File: src/rtl/div_pkg.sv
// -----------------------------------------------------------------------------
// div_pkg
// Shared types and default constants for the M/N divider ratio monitor.
//   state_t : monitor FSM states
//   M_N     : measurement window length in source cycles
//   N       : expected rising-edge count inside one window
//   PER_MIN : smallest legal divided-clock period
//   PER_MAX : largest legal divided-clock period
//   ARM_TO  : source cycles allowed while waiting for the arming edge
//   CW      : width of counters and result fields
// -----------------------------------------------------------------------------
package div_pkg;

   typedef enum logic [1:0] {
      IDLE    = 2'd0,
      ARM     = 2'd1,
      MEASURE = 2'd2,
      DONE    = 2'd3
   } state_t;

   localparam int M_N     = 87;
   localparam int N       = 10;
   localparam int PER_MIN = 8;
   localparam int PER_MAX = 9;
   localparam int ARM_TO  = 32;
   localparam int CW      = 8;

endpackage

File: src/rtl/div_ratio_monitor_if.sv
// -----------------------------------------------------------------------------
// div_ratio_monitor_if
// Control, sampled divider input and result bundle of the ratio monitor.
//   start       : one-cycle measurement request
//   div_in      : divider output, synchronous to the source clock
//   busy        : monitor not idle
//   done        : one-cycle pulse, results valid from this cycle
//   pass        : window matched the expected ratio with no error
//   err_period  : a period fell outside the legal range
//   err_noclk   : no arming edge arrived in time
//   edge_cnt    : rising edges counted in the window
//   per_last    : last completed period
//   per_min_obs : smallest completed period
//   per_max_obs : largest completed period
// Modports: master drives start/div_in, slave is the monitor.
// -----------------------------------------------------------------------------
interface div_ratio_monitor_if #(
   parameter int CW = div_pkg::CW
);

   logic          start;
   logic          div_in;
   logic          busy;
   logic          done;
   logic          pass;
   logic          err_period;
   logic          err_noclk;
   logic [CW-1:0] edge_cnt;
   logic [CW-1:0] per_last;
   logic [CW-1:0] per_min_obs;
   logic [CW-1:0] per_max_obs;

   modport master (
      output start, div_in,
      input  busy, done, pass, err_period, err_noclk,
      input  edge_cnt, per_last, per_min_obs, per_max_obs
   );

   modport slave (
      input  start, div_in,
      output busy, done, pass, err_period, err_noclk,
      output edge_cnt, per_last, per_min_obs, per_max_obs
   );

endinterface

File: src/rtl/div_edge_det.sv
// -----------------------------------------------------------------------------
// div_edge_det
// Samples the divided clock as data and flags its rising edges.
//   clk_in : source clock
//   rst    : synchronous active-high reset
//   div_in : divider output, synchronous to clk_in
//   rise   : high for one cycle, one cycle after div_in is first sampled high
// -----------------------------------------------------------------------------
module div_edge_det (
   input  logic clk_in,
   input  logic rst,
   input  logic div_in,
   output logic rise
);

   logic div_s;
   logic div_p;

   always_ff @(posedge clk_in) begin
      if (rst) begin
         div_s <= 1'b0;
         div_p <= 1'b0;
      end else begin
         div_s <= div_in;
         div_p <= div_s;
      end
   end

   assign rise = div_s & ~div_p;

endmodule

File: src/rtl/div_ratio_monitor.sv
// -----------------------------------------------------------------------------
// div_ratio_monitor
// Checks a fractional M/N divider output over one window of WIN source
// cycles: counts rising edges, tracks period length and min/max period, and
// reports pass/fail against the expected edge count and legal period range.
//   clk_in : source clock (single clock domain)
//   rst    : synchronous active-high reset, abandons any measurement
//   bus    : slave side of div_ratio_monitor_if (start/div_in in, results out)
// -----------------------------------------------------------------------------
module div_ratio_monitor
   import div_pkg::*;
#(
   parameter int WIN       = div_pkg::M_N,
   parameter int EXP_EDGES = div_pkg::N,
   parameter int PER_MIN   = div_pkg::PER_MIN,
   parameter int PER_MAX   = div_pkg::PER_MAX,
   parameter int ARM_TO    = div_pkg::ARM_TO,
   parameter int CW        = div_pkg::CW
) (
   input  logic             clk_in,
   input  logic             rst,
   div_ratio_monitor_if.slave bus
);

   state_t        state;
   state_t        state_nxt;
   logic          rise;

   logic [CW-1:0] arm_cnt;
   logic [CW-1:0] win_cnt;
   logic [CW-1:0] per_cnt;
   logic [CW-1:0] per_nxt;

   logic [CW-1:0] edge_cnt;
   logic [CW-1:0] per_last;
   logic [CW-1:0] per_min_obs;
   logic [CW-1:0] per_max_obs;
   logic          err_period;
   logic          err_noclk;
   logic          pass_r;
   logic          pass_now;

   function automatic logic [CW-1:0] sat_inc(input logic [CW-1:0] v);
      return (v == '1) ? v : v + CW'(1);
   endfunction

   div_edge_det u_edge_det (
      .clk_in (clk_in),
      .rst    (rst),
      .div_in (bus.div_in),
      .rise   (rise)
   );

   always_ff @(posedge clk_in) begin
      if (rst) state <= IDLE;
      else     state <= state_nxt;
   end

   always_comb begin
      state_nxt = state;
      case (state)
         IDLE:    if (bus.start) state_nxt = ARM;
         ARM: begin
            if (rise)                              state_nxt = MEASURE;
            else if (arm_cnt == CW'(ARM_TO - 1))   state_nxt = DONE;
         end
         MEASURE: if (win_cnt == CW'(WIN - 1)) state_nxt = DONE;
         DONE:    state_nxt = IDLE;
         default: state_nxt = IDLE;
      endcase
   end

   // Running period value if no edge arrives this cycle; checked against the
   // upper bound so a stuck divider is flagged as soon as it overruns.
   assign per_nxt  = sat_inc(per_cnt);
   assign pass_now = (edge_cnt == CW'(EXP_EDGES)) & ~err_period & ~err_noclk;

   always_ff @(posedge clk_in) begin
      if (rst) begin
         arm_cnt     <= '0;
         win_cnt     <= '0;
         per_cnt     <= '0;
         edge_cnt    <= '0;
         per_last    <= '0;
         per_min_obs <= '0;
         per_max_obs <= '0;
         err_period  <= 1'b0;
         err_noclk   <= 1'b0;
         pass_r      <= 1'b0;
      end else begin
         case (state)
            IDLE: begin
               // A rise coinciding with start is deliberately not used.
               if (bus.start) begin
                  arm_cnt     <= '0;
                  edge_cnt    <= '0;
                  per_last    <= '0;
                  per_min_obs <= '1;
                  per_max_obs <= '0;
                  err_period  <= 1'b0;
                  err_noclk   <= 1'b0;
                  pass_r      <= 1'b0;
               end
            end
            ARM: begin
               // The arming edge opens the window but is not itself counted.
               if (rise) begin
                  win_cnt <= '0;
                  per_cnt <= CW'(1);
               end else if (arm_cnt == CW'(ARM_TO - 1)) begin
                  err_noclk <= 1'b1;
               end else begin
                  arm_cnt <= sat_inc(arm_cnt);
               end
            end
            MEASURE: begin
               win_cnt <= sat_inc(win_cnt);
               if (rise) begin
                  per_last <= per_cnt;
                  if (per_cnt < per_min_obs) per_min_obs <= per_cnt;
                  if (per_cnt > per_max_obs) per_max_obs <= per_cnt;
                  if ((per_cnt < CW'(PER_MIN)) || (per_cnt > CW'(PER_MAX)))
                     err_period <= 1'b1;
                  edge_cnt <= sat_inc(edge_cnt);
                  per_cnt  <= CW'(1);
               end else begin
                  per_cnt <= per_nxt;
                  if (per_nxt > CW'(PER_MAX)) err_period <= 1'b1;
               end
            end
            DONE: pass_r <= pass_now;
            default: ;
         endcase
      end
   end

   // pass is live during the done cycle, then held in pass_r.
   assign bus.busy        = (state != IDLE);
   assign bus.done        = (state == DONE);
   assign bus.pass        = (state == DONE) ? pass_now : pass_r;
   assign bus.err_period  = err_period;
   assign bus.err_noclk   = err_noclk;
   assign bus.edge_cnt    = edge_cnt;
   assign bus.per_last    = per_last;
   assign bus.per_min_obs = per_min_obs;
   assign bus.per_max_obs = per_max_obs;

endmodule

File: src/flat_wrapper.sv
// flat-port wrapper written by rule: the top's interface ports become plain ports
module div_ratio_monitor_flat import div_pkg::*;
#(
   parameter int WIN       = div_pkg::M_N,
   parameter int EXP_EDGES = div_pkg::N,
   parameter int PER_MIN   = div_pkg::PER_MIN,
   parameter int PER_MAX   = div_pkg::PER_MAX,
   parameter int ARM_TO    = div_pkg::ARM_TO,
   parameter int CW        = div_pkg::CW
)
  (clk_in, rst, bus_start, bus_div_in, bus_busy, bus_done, bus_pass, bus_err_period, bus_err_noclk, bus_edge_cnt, bus_per_last, bus_per_min_obs, bus_per_max_obs);
  div_ratio_monitor_if #(.CW(CW)) bus_i ();
  input  logic clk_in;
  input  logic rst;
  input wire logic [$bits(bus_i.start)-1:0] bus_start;
  input wire logic [$bits(bus_i.div_in)-1:0] bus_div_in;
  output wire logic [$bits(bus_i.busy)-1:0] bus_busy;
  output wire logic [$bits(bus_i.done)-1:0] bus_done;
  output wire logic [$bits(bus_i.pass)-1:0] bus_pass;
  output wire logic [$bits(bus_i.err_period)-1:0] bus_err_period;
  output wire logic [$bits(bus_i.err_noclk)-1:0] bus_err_noclk;
  output wire logic [$bits(bus_i.edge_cnt)-1:0] bus_edge_cnt;
  output wire logic [$bits(bus_i.per_last)-1:0] bus_per_last;
  output wire logic [$bits(bus_i.per_min_obs)-1:0] bus_per_min_obs;
  output wire logic [$bits(bus_i.per_max_obs)-1:0] bus_per_max_obs;
  assign bus_i.start = bus_start;
  assign bus_i.div_in = bus_div_in;
  assign bus_busy = bus_i.busy;
  assign bus_done = bus_i.done;
  assign bus_pass = bus_i.pass;
  assign bus_err_period = bus_i.err_period;
  assign bus_err_noclk = bus_i.err_noclk;
  assign bus_edge_cnt = bus_i.edge_cnt;
  assign bus_per_last = bus_i.per_last;
  assign bus_per_min_obs = bus_i.per_min_obs;
  assign bus_per_max_obs = bus_i.per_max_obs;
  div_ratio_monitor #(.WIN(WIN), .EXP_EDGES(EXP_EDGES), .PER_MIN(PER_MIN), .PER_MAX(PER_MAX), .ARM_TO(ARM_TO), .CW(CW)) u_core (.clk_in(clk_in), .rst(rst), .bus(bus_i));
endmodule
File: config.mk
export PLATFORM = sky130hd
export DESIGN_NAME = div_ratio_monitor_flat
export DESIGN_NICKNAME = d
export VERILOG_FILES = /design/src/rtl/div_pkg.sv /design/src/rtl/div_ratio_monitor_if.sv /design/src/rtl/div_edge_det.sv /design/src/rtl/div_ratio_monitor.sv /design/src/flat_wrapper.sv
export SDC_FILE = /design/constraint.sdc
export NUM_CORES = 1
export LEC_CHECK = 0
export ABC_AREA = 1
export BUFFER_PORTS_ARGS = -buffer_cell sky130_fd_sc_hd__buf_2
export CORE_MARGIN = 1.5
export CORE_UTILIZATION = 50
export CTS_CLUSTER_DIAMETER = 50
export DETAILED_ROUTE_END_ITERATION = 8
export GPL_TIMING_DRIVEN = 0
export PLACE_DENSITY = 0.74
export SYNTH_ARGS = -nofsm -noshare
export SYNTH_HDL_FRONTEND = slang
export SYNTH_SLANG_ARGS = --single-unit
File: constraint.sdc
create_clock -name clk_in -period 1.9 [get_ports clk_in]
set_input_delay 0.19 -clock clk_in [delete_from_list [all_inputs] [get_ports clk_in]]
set_output_delay 0.19 -clock clk_in [all_outputs]
set_load 0.02 [all_outputs]
==> results of run 1 <==
==> logic make-up (layout without fill, tap and decap cells) <==
kind of cell             after synthesis  in the layout  share of synthesized area (%)
AO/OA/AOI/OAI                         87             87                          13.16
XOR/XNOR                               7              7                          1.725
adder cells (fa/ha/maj)               27             27                          9.504
buffers and inverters                 87            148                          9.433
flip-flops                            63             63                          35.48
AND/OR/NAND/NOR                      249            249                          30.69
==> registers in the layout, summed over array words and instances, names as in the netlist <==
name                     count
u_core.bus.err_period        1
u_core.pass_r                1
u_core.bus.per_max_obs       8
u_core.bus.err_noclk         1
u_core.per_cnt               8
u_core.win_cnt               8
u_core.bus.edge_cnt          8
u_core.state                 2
u_core.u_edge_det.div_p      1
u_core.u_edge_det.div_s      1
u_core.bus.per_last          8
u_core.arm_cnt               8
u_core.bus.per_min_obs       8
==> metrics by stage <==
step / TNS [ps] / util (%)
6_report: 0 / 61.43
5_1_grt: 0 / 61.43
4_1_cts: 0 / 59.65
3_5_place_dp: -2364 / 56.72
3_3_place_gp: -1412 / 56.72
2_1_floorplan: 0 / -
==> power by group through the flow <==
stage                     combinational (mW)  clock (mW)  sequential (mW)
after floorplan                         1.66           0             1.98
after global placement                  2.45           0             1.79
after detailed placement                2.50           0             1.80
after CTS                               2.60        1.02             1.78
after global routing                    3.18        1.06             1.83
final                                   2.86       0.994             1.80
==> routing by layer <==
| layer | vias to the layer above | track usage (%) | share of wire, % |
|---|---|---|---|
| met5 | - | 0 | 0 |
| met4 | 0 | 10.25 | 1.7 |
| met1 | 1633 | 29.37 | 47 |
| li1 | 1813 | - | - |
| met2 | 76 | 38.46 | 48 |
| met3 | 12 | 3.318 | 3.0 |
==> area by class of cell <==
| type | count | share of cell area (%) |
|---|---|---|
| Sequential cell | 63 | 30.35 |
| Buffer | 13 | 1.371 |
| Multi-Input combinational cell | 370 | 48.90 |
| Inverter | 74 | 6.679 |
| Clock inverter | 4 | 0.5367 |
| Clock buffer | 11 | 3.369 |
| Tap cell | 96 | 2.862 |
| Timing Repair Buffer | 46 | 5.933 |
==> cells in the mapped netlist, types with 2 or more instances <==
library cell and number:
xor2_1 6, nand2_1 109, nand2_2 3, buf_2 7, clkbuf_1 5, nor3_1 7
inv_1 70, dfxtp_1 63, nand3b_1 2, inv_2 4, nand2_4 2, nand3_1 36
nand4_1 18, a21oi_1 49, o21ai_0 29, ha_1 27, nor2_1 67
==> how the worst max path moves through the flow <==
stage / start / to / slack [ps]
final: u_core.per_cnt[1] / u_core.bus.err_period / 100
after global routing: u_core.per_cnt[1] / u_core.bus.err_period / 7
after CTS: u_core.state[1] / u_core.win_cnt[2] / 2
after detailed placement: u_core.state[0] / u_core.bus.per_max_obs[6] / -160
after global placement: u_core.state[0] / u_core.bus.per_max_obs[5] / -100
after floorplan: u_core.bus.per_max_obs[3] / u_core.bus.per_max_obs[4] / 170
==> worst register-to-register path, stage by stage, from the launching register on <==
cell and delay, ps:
dfxtp_2 440, ha_1 270, nand2_1 80, nor2_1 190
nand2_1 200, inv_2 140, nor2_1 50, nand2_1 60
nand2_1 40, nand3_1 90, nand2_1 50, a21oi_1 100
==> what timing repair did <==
| action | in CTS | in global routing |
|---|---|---|
| setup endpoints to repair | 26 | 48 |
| buffers inserted | 3 | 3 |
| gates resized for setup | 6 | 36 |
| pin swaps | 2 | 4 |
==> results.sh, run 1 <==
export IMPL_hold_path_depth=3
export IMPL_tightest_slew_ps=587.8
export IMPL_status="finished, final reports clean"
export IMPL_p_leak_nw=1.934
export IMPL_path_class="register to register"
export IMPL_rr_endpoint="u_core.bus.err_period"
export IMPL_cp_data_required_time_ps=2170
export IMPL_syn_cell_area_mm2=0.003555
export IMPL_cts_tree="done"
export IMPL_routed_wl_mm=8.465
export IMPL_path_clk_slew_ps=60
export IMPL_yosysUniqueCellTypes=33
export IMPL_vias=3534
export IMPL_nets=608
export IMPL_postRouteAntennaNets=0
export IMPL_dieArea_mm2=0.007624
export IMPL_htree_levels=3
export IMPL_ys_async_sr_fraction_pct=0
export IMPL_min_period_over_period_pct=94.74
export IMPL_hpwlAfterDp_mm=6.252
export IMPL_grt_pass1_wl_mm=13.79
export IMPL_finalWorstSetupSlack_ps=99.86
export IMPL_crit_chain="ha_1 > nand2_1 > nor2_1 > nand2_1 > inv_2 > nor2_1 > nand2_1 > nand2_1 > nand3_1 > nand2_1 > a21oi_1"
export IMPL_arrival_ps=2070
export IMPL_hold_start="bus_div_in"
export IMPL_p_int_mw=3.061
export IMPL_antenna_found_initial=0
export IMPL_clkLatencyLatePin_ps=340
export IMPL_holdWs_ps=58.41
export IMPL_crit_top_cell="nand2_1"
export IMPL_die_width_um=87.32
export IMPL_start_util_pct=52.03
export IMPL_io_buffer_count=40
export IMPL_ctsRootBufferMaster="clkbuf_8"
export IMPL_ys_seq_area_share_pct=35.48
export IMPL_finalPower_mw=5.655
export IMPL_r2r_start="u_core.per_cnt[1]"
export IMPL_critPathBufInv=1
export IMPL_cp_num_cells=11
export IMPL_combPwrFrac_pct=50.6
export IMPL_drt_iter0_drc=274
export IMPL_coreArea_mm2=0.006832
export IMPL_vdd_drop_max_uv=858.2
export IMPL_synth_top_area_share_pct=35.48
export IMPL_rows=30
export IMPL_drtPass1Iterations=5
export IMPL_synth_warnings=0
export IMPL_clock_skew_final_ps=8.672
export IMPL_antenna_cells=0
export IMPL_fin_crit_ps=1800
export IMPL_critPathCaptureType="register"
export IMPL_worstPathMaxFanout=8
export IMPL_fmax_mhz=555.5
export IMPL_gp_congestion=0.8977
export IMPL_synth_main_ff_cell="dfxtp_1"
export IMPL_io_pins=41
export IMPL_place_area_mm2=0.003875
export IMPL_final_cell_mix="nand2_1 (107), inv_1 (63), nor2_1 (62)"
export IMPL_cap_violations=0
export IMPL_maxSlewViolCount=0
export IMPL_critPathLaunchType="register"
export IMPL_slowest_stage="dfxtp_2"
export IMPL_synth_area_leaders="dfxtp_1 (35%), nand2_1 (12%), ha_1 (9.5%), inv_1 (7.4%), nor2_1 (7.1%)"
export IMPL_pre_cts_ws_ps=-161.4
export IMPL_cts_sinks=63
export IMPL_path_delay_family="simple AND/OR/NAND/NOR gates"
export IMPL_seq_area_mm2=0.001274
export IMPL_synth_edf_count=0
export IMPL_ys_ff_latch=63
export IMPL_min_to="u_core.u_edge_det.div_s"
export IMPL_stdcell_count=677
export IMPL_synth_top_area_cell="dfxtp_1"
export IMPL_grt_max_degree=11
export IMPL_multiInputGateArea_mm2=0.002052
export IMPL_syn_num_nets=551
export IMPL_syn_to_final_growth_pct=18.06
export IMPL_cts_buffers=9
export IMPL_die_h_um=87.32
export IMPL_hold_viol=0
export IMPL_sequentialPowerShare_pct=31.8
export IMPL_slew_headroom_pct=60.81
export IMPL_holdBufCountCts=0
export IMPL_final_area_mm2=0.004197
export IMPL_p_sw_mw=2.594
export IMPL_netlist_instances=520
export IMPL_hp_class="primary input to register"
export IMPL_slowest_delay_ps=440
export IMPL_synth_avg_cell_area_um2=6.836
export IMPL_pwr_share_clk_pct=17.6
export IMPL_wl_per_cell_um=12.50
export IMPL_vias_per_cell=5.220
export IMPL_p_per_area_mw_per_mm2=1348
export IMPL_final_common_cell="nand2_1"
export IMPL_reg2reg_slack_ps=100
export IMPL_p_sw_share_pct=45.87
export IMPL_r2r_cells=11
export IMPL_drc_errors=0
export IMPL_ctsLongestPathBuffers=2
export IMPL_grt_setup_unrepaired="no"
export IMPL_drive_gt1_share_pct=18.42
export IMPL_dpl_cell_count=656
export IMPL_overflow=0
export IMPL_grt_usage_pct=23.02
export IMPL_layout_filler_cells=704
export IMPL_grt_pass1_vias=3123
export IMPL_setup_violations=0
Note: power is estimated with default switching activity, not from simulation.
==> run 2: changes to the inputs <==
clock period = 1.7 ns   (was 1.9 ns; I/O delays follow)
==> results.sh, run 2 (synthesis results as in run 1) <==
export IMPL_tightest_slew_ps=554.3
export IMPL_worstPathMaxFanout=6
export IMPL_grt_pass1_vias=3334
export IMPL_overflow=0
export IMPL_cap_violations=0
export IMPL_grt_pass1_wl_mm=14.78
export IMPL_postRouteAntennaNets=0
export IMPL_reg2reg_slack_ps=-70
export IMPL_crit_chain="inv_4 > ha_4 > inv_4 > a21oi_4 > nand2_4 > nor3_4 > buf_4 > nand4_1 > nand2_1 > nor2_1"
export IMPL_hpwlAfterDp_mm=6.318
export IMPL_drc_errors=0
export IMPL_vias_per_cell=5.209
export IMPL_crit_top_cell="inv_4"
export IMPL_rows=30
export IMPL_r2r_cells=10
export IMPL_nets=624
export IMPL_htree_levels=3
export IMPL_hold_viol=0
export IMPL_die_width_um=87.32
export IMPL_hold_start="bus_div_in"
export IMPL_clkLatencyLatePin_ps=340
export IMPL_path_clk_slew_ps=70
export IMPL_utilization_pct=66.21
export IMPL_io_buffer_count=40
export IMPL_stdcell_count=693
export IMPL_p_per_area_mw_per_mm2=1561
export IMPL_drive_gt1_share_pct=25.96
export IMPL_drtPass1Iterations=4
export IMPL_ctsLongestPathBuffers=2
export IMPL_antenna_cells=0
export IMPL_layout_filler_cells=618
export IMPL_slowest_delay_ps=370
export IMPL_finalWorstSetupSlack_ps=-70.44
export IMPL_coreArea_mm2=0.006832
export IMPL_fin_crit_ps=1770
export IMPL_startpoint="u_core.state[0]"
export IMPL_final_common_cell="nand2_1"
export IMPL_holdBufCountCts=0
export IMPL_cts_buffers=9
export IMPL_cts_sinks=63
export IMPL_fmax_mhz=564.8
export IMPL_routed_wl_mm=9.200
export IMPL_pre_cts_ws_ps=-346.6
export IMPL_io_pins=41
export IMPL_start_util_pct=52.03
export IMPL_grt_setup_unrepaired="yes"
export IMPL_vias=3610
export IMPL_antenna_found_initial=0
export IMPL_critPathLaunchType="register"
export IMPL_slew_headroom_pct=63.05
export IMPL_maxSlewViolCount=0
export IMPL_dpl_cell_count=656
export IMPL_arrival_ps=2000
export IMPL_path_class="register to register"
export IMPL_slowest_stage="dfxtp_4"
export IMPL_min_to="u_core.u_edge_det.div_s"
export IMPL_r2r_start="u_core.state[0]"
export IMPL_hp_class="primary input to register"
export IMPL_multiInputGateArea_mm2=0.002196
export IMPL_rr_endpoint="u_core.bus.per_min_obs[4]"
export IMPL_ctsRootBufferMaster="clkbuf_8"
export IMPL_wl_per_cell_um=13.28
export IMPL_setup_violations=17
export IMPL_violations="negative setup slack"
export IMPL_cts_tree="done"
export IMPL_die_h_um=87.32
export IMPL_grt_max_degree=11
export IMPL_syn_to_final_growth_pct=27.24
export IMPL_holdWs_ps=46.97
export IMPL_p_leak_nw=2.041
export IMPL_final_cell_mix="nand2_1 (100), inv_1 (60), nor2_1 (56)"
export IMPL_clock_skew_final_ps=12.72
export IMPL_finalPower_mw=7.060
export IMPL_seq_area_mm2=0.001296
export IMPL_critPathCaptureType="register"
export IMPL_hold_path_depth=3
export IMPL_cp_data_required_time_ps=1930
export IMPL_grt_usage_pct=24.54
export IMPL_status="finished, violations left"
export IMPL_dieArea_mm2=0.007624
export IMPL_drt_iter0_drc=164
export IMPL_min_period_over_period_pct=104.1
export IMPL_vdd_drop_max_uv=1080
export IMPL_gp_congestion=0.9379
[run 2: layout make-up]
class,instances,share of cell area (%)
multi-input cells,371,48.55
flip-flops and latches,63,28.66
repair buffers,61,8.271
inverters,74,6.445
clock buffers,11,3.126
well taps,96,2.656
plain buffers,13,1.798
clock inverters,4,0.4979
[run 2: how the worst max path moves through the flow]
stage | slack (ps) | cells after the start | end
floorplan | 3 | 9 | u_core.bus.per_max_obs[4]
global placement | -270 | 10 | u_core.bus.per_max_obs[4]
detailed placement | -350 | 8 | u_core.bus.per_max_obs[5]
CTS | -1 | 11 | u_core.arm_cnt[5]
global route | -150 | 11 | u_core.bus.per_min_obs[6]
finish | -70 | 10 | u_core.bus.per_min_obs[4]
[run 2: worst max-delay path, delay by kind of cell, from the launching register on]
family	cells	cell delay (ps)
AND/OR/NAND/NOR	5	610
flip-flops	1	370
buffers and inverters	3	300
AO/OA/AOI/OAI	1	190
adder cells (fa/ha/maj)	1	180
[run 2: per-stage QoR]
step           setup TNS, ps  instance area (um2)
2_1_floorplan              0                 3573
5_1_grt                -2483                 4523
6_report              -787.9                 4523
3_5_place_dp           -8000                 3894
4_1_cts               -1.149                 4263
3_3_place_gp           -5663                 3894
[run 2: per-layer routing]
metal	routed length, um	GRT usage [%]
met5	0	0
met4	171	10.82
met3	398	4.171
met2	4495	40.63
met1	4135	31.26
[run 2: timing repair]
action / in CTS / in global routing
pin swaps: 10 / 20
gates cloned: 1 / 0
gates resized for setup: 39 / 65
endpoints found under the setup margin: 54 / 49
buffers inserted: 12 / 9
[run 2: power breakdown]
part | switching (mW) | total (mW) | internal, mW | leakage [nW]
sequential | 0.263 | 2.06 | 1.80 | 0.521
clock | 0.564 | 1.12 | 0.553 | 0.0850
combinational | 2.41 | 3.88 | 1.47 | 1.43
total | 3.24 | 7.06 | 3.82 | 2.04
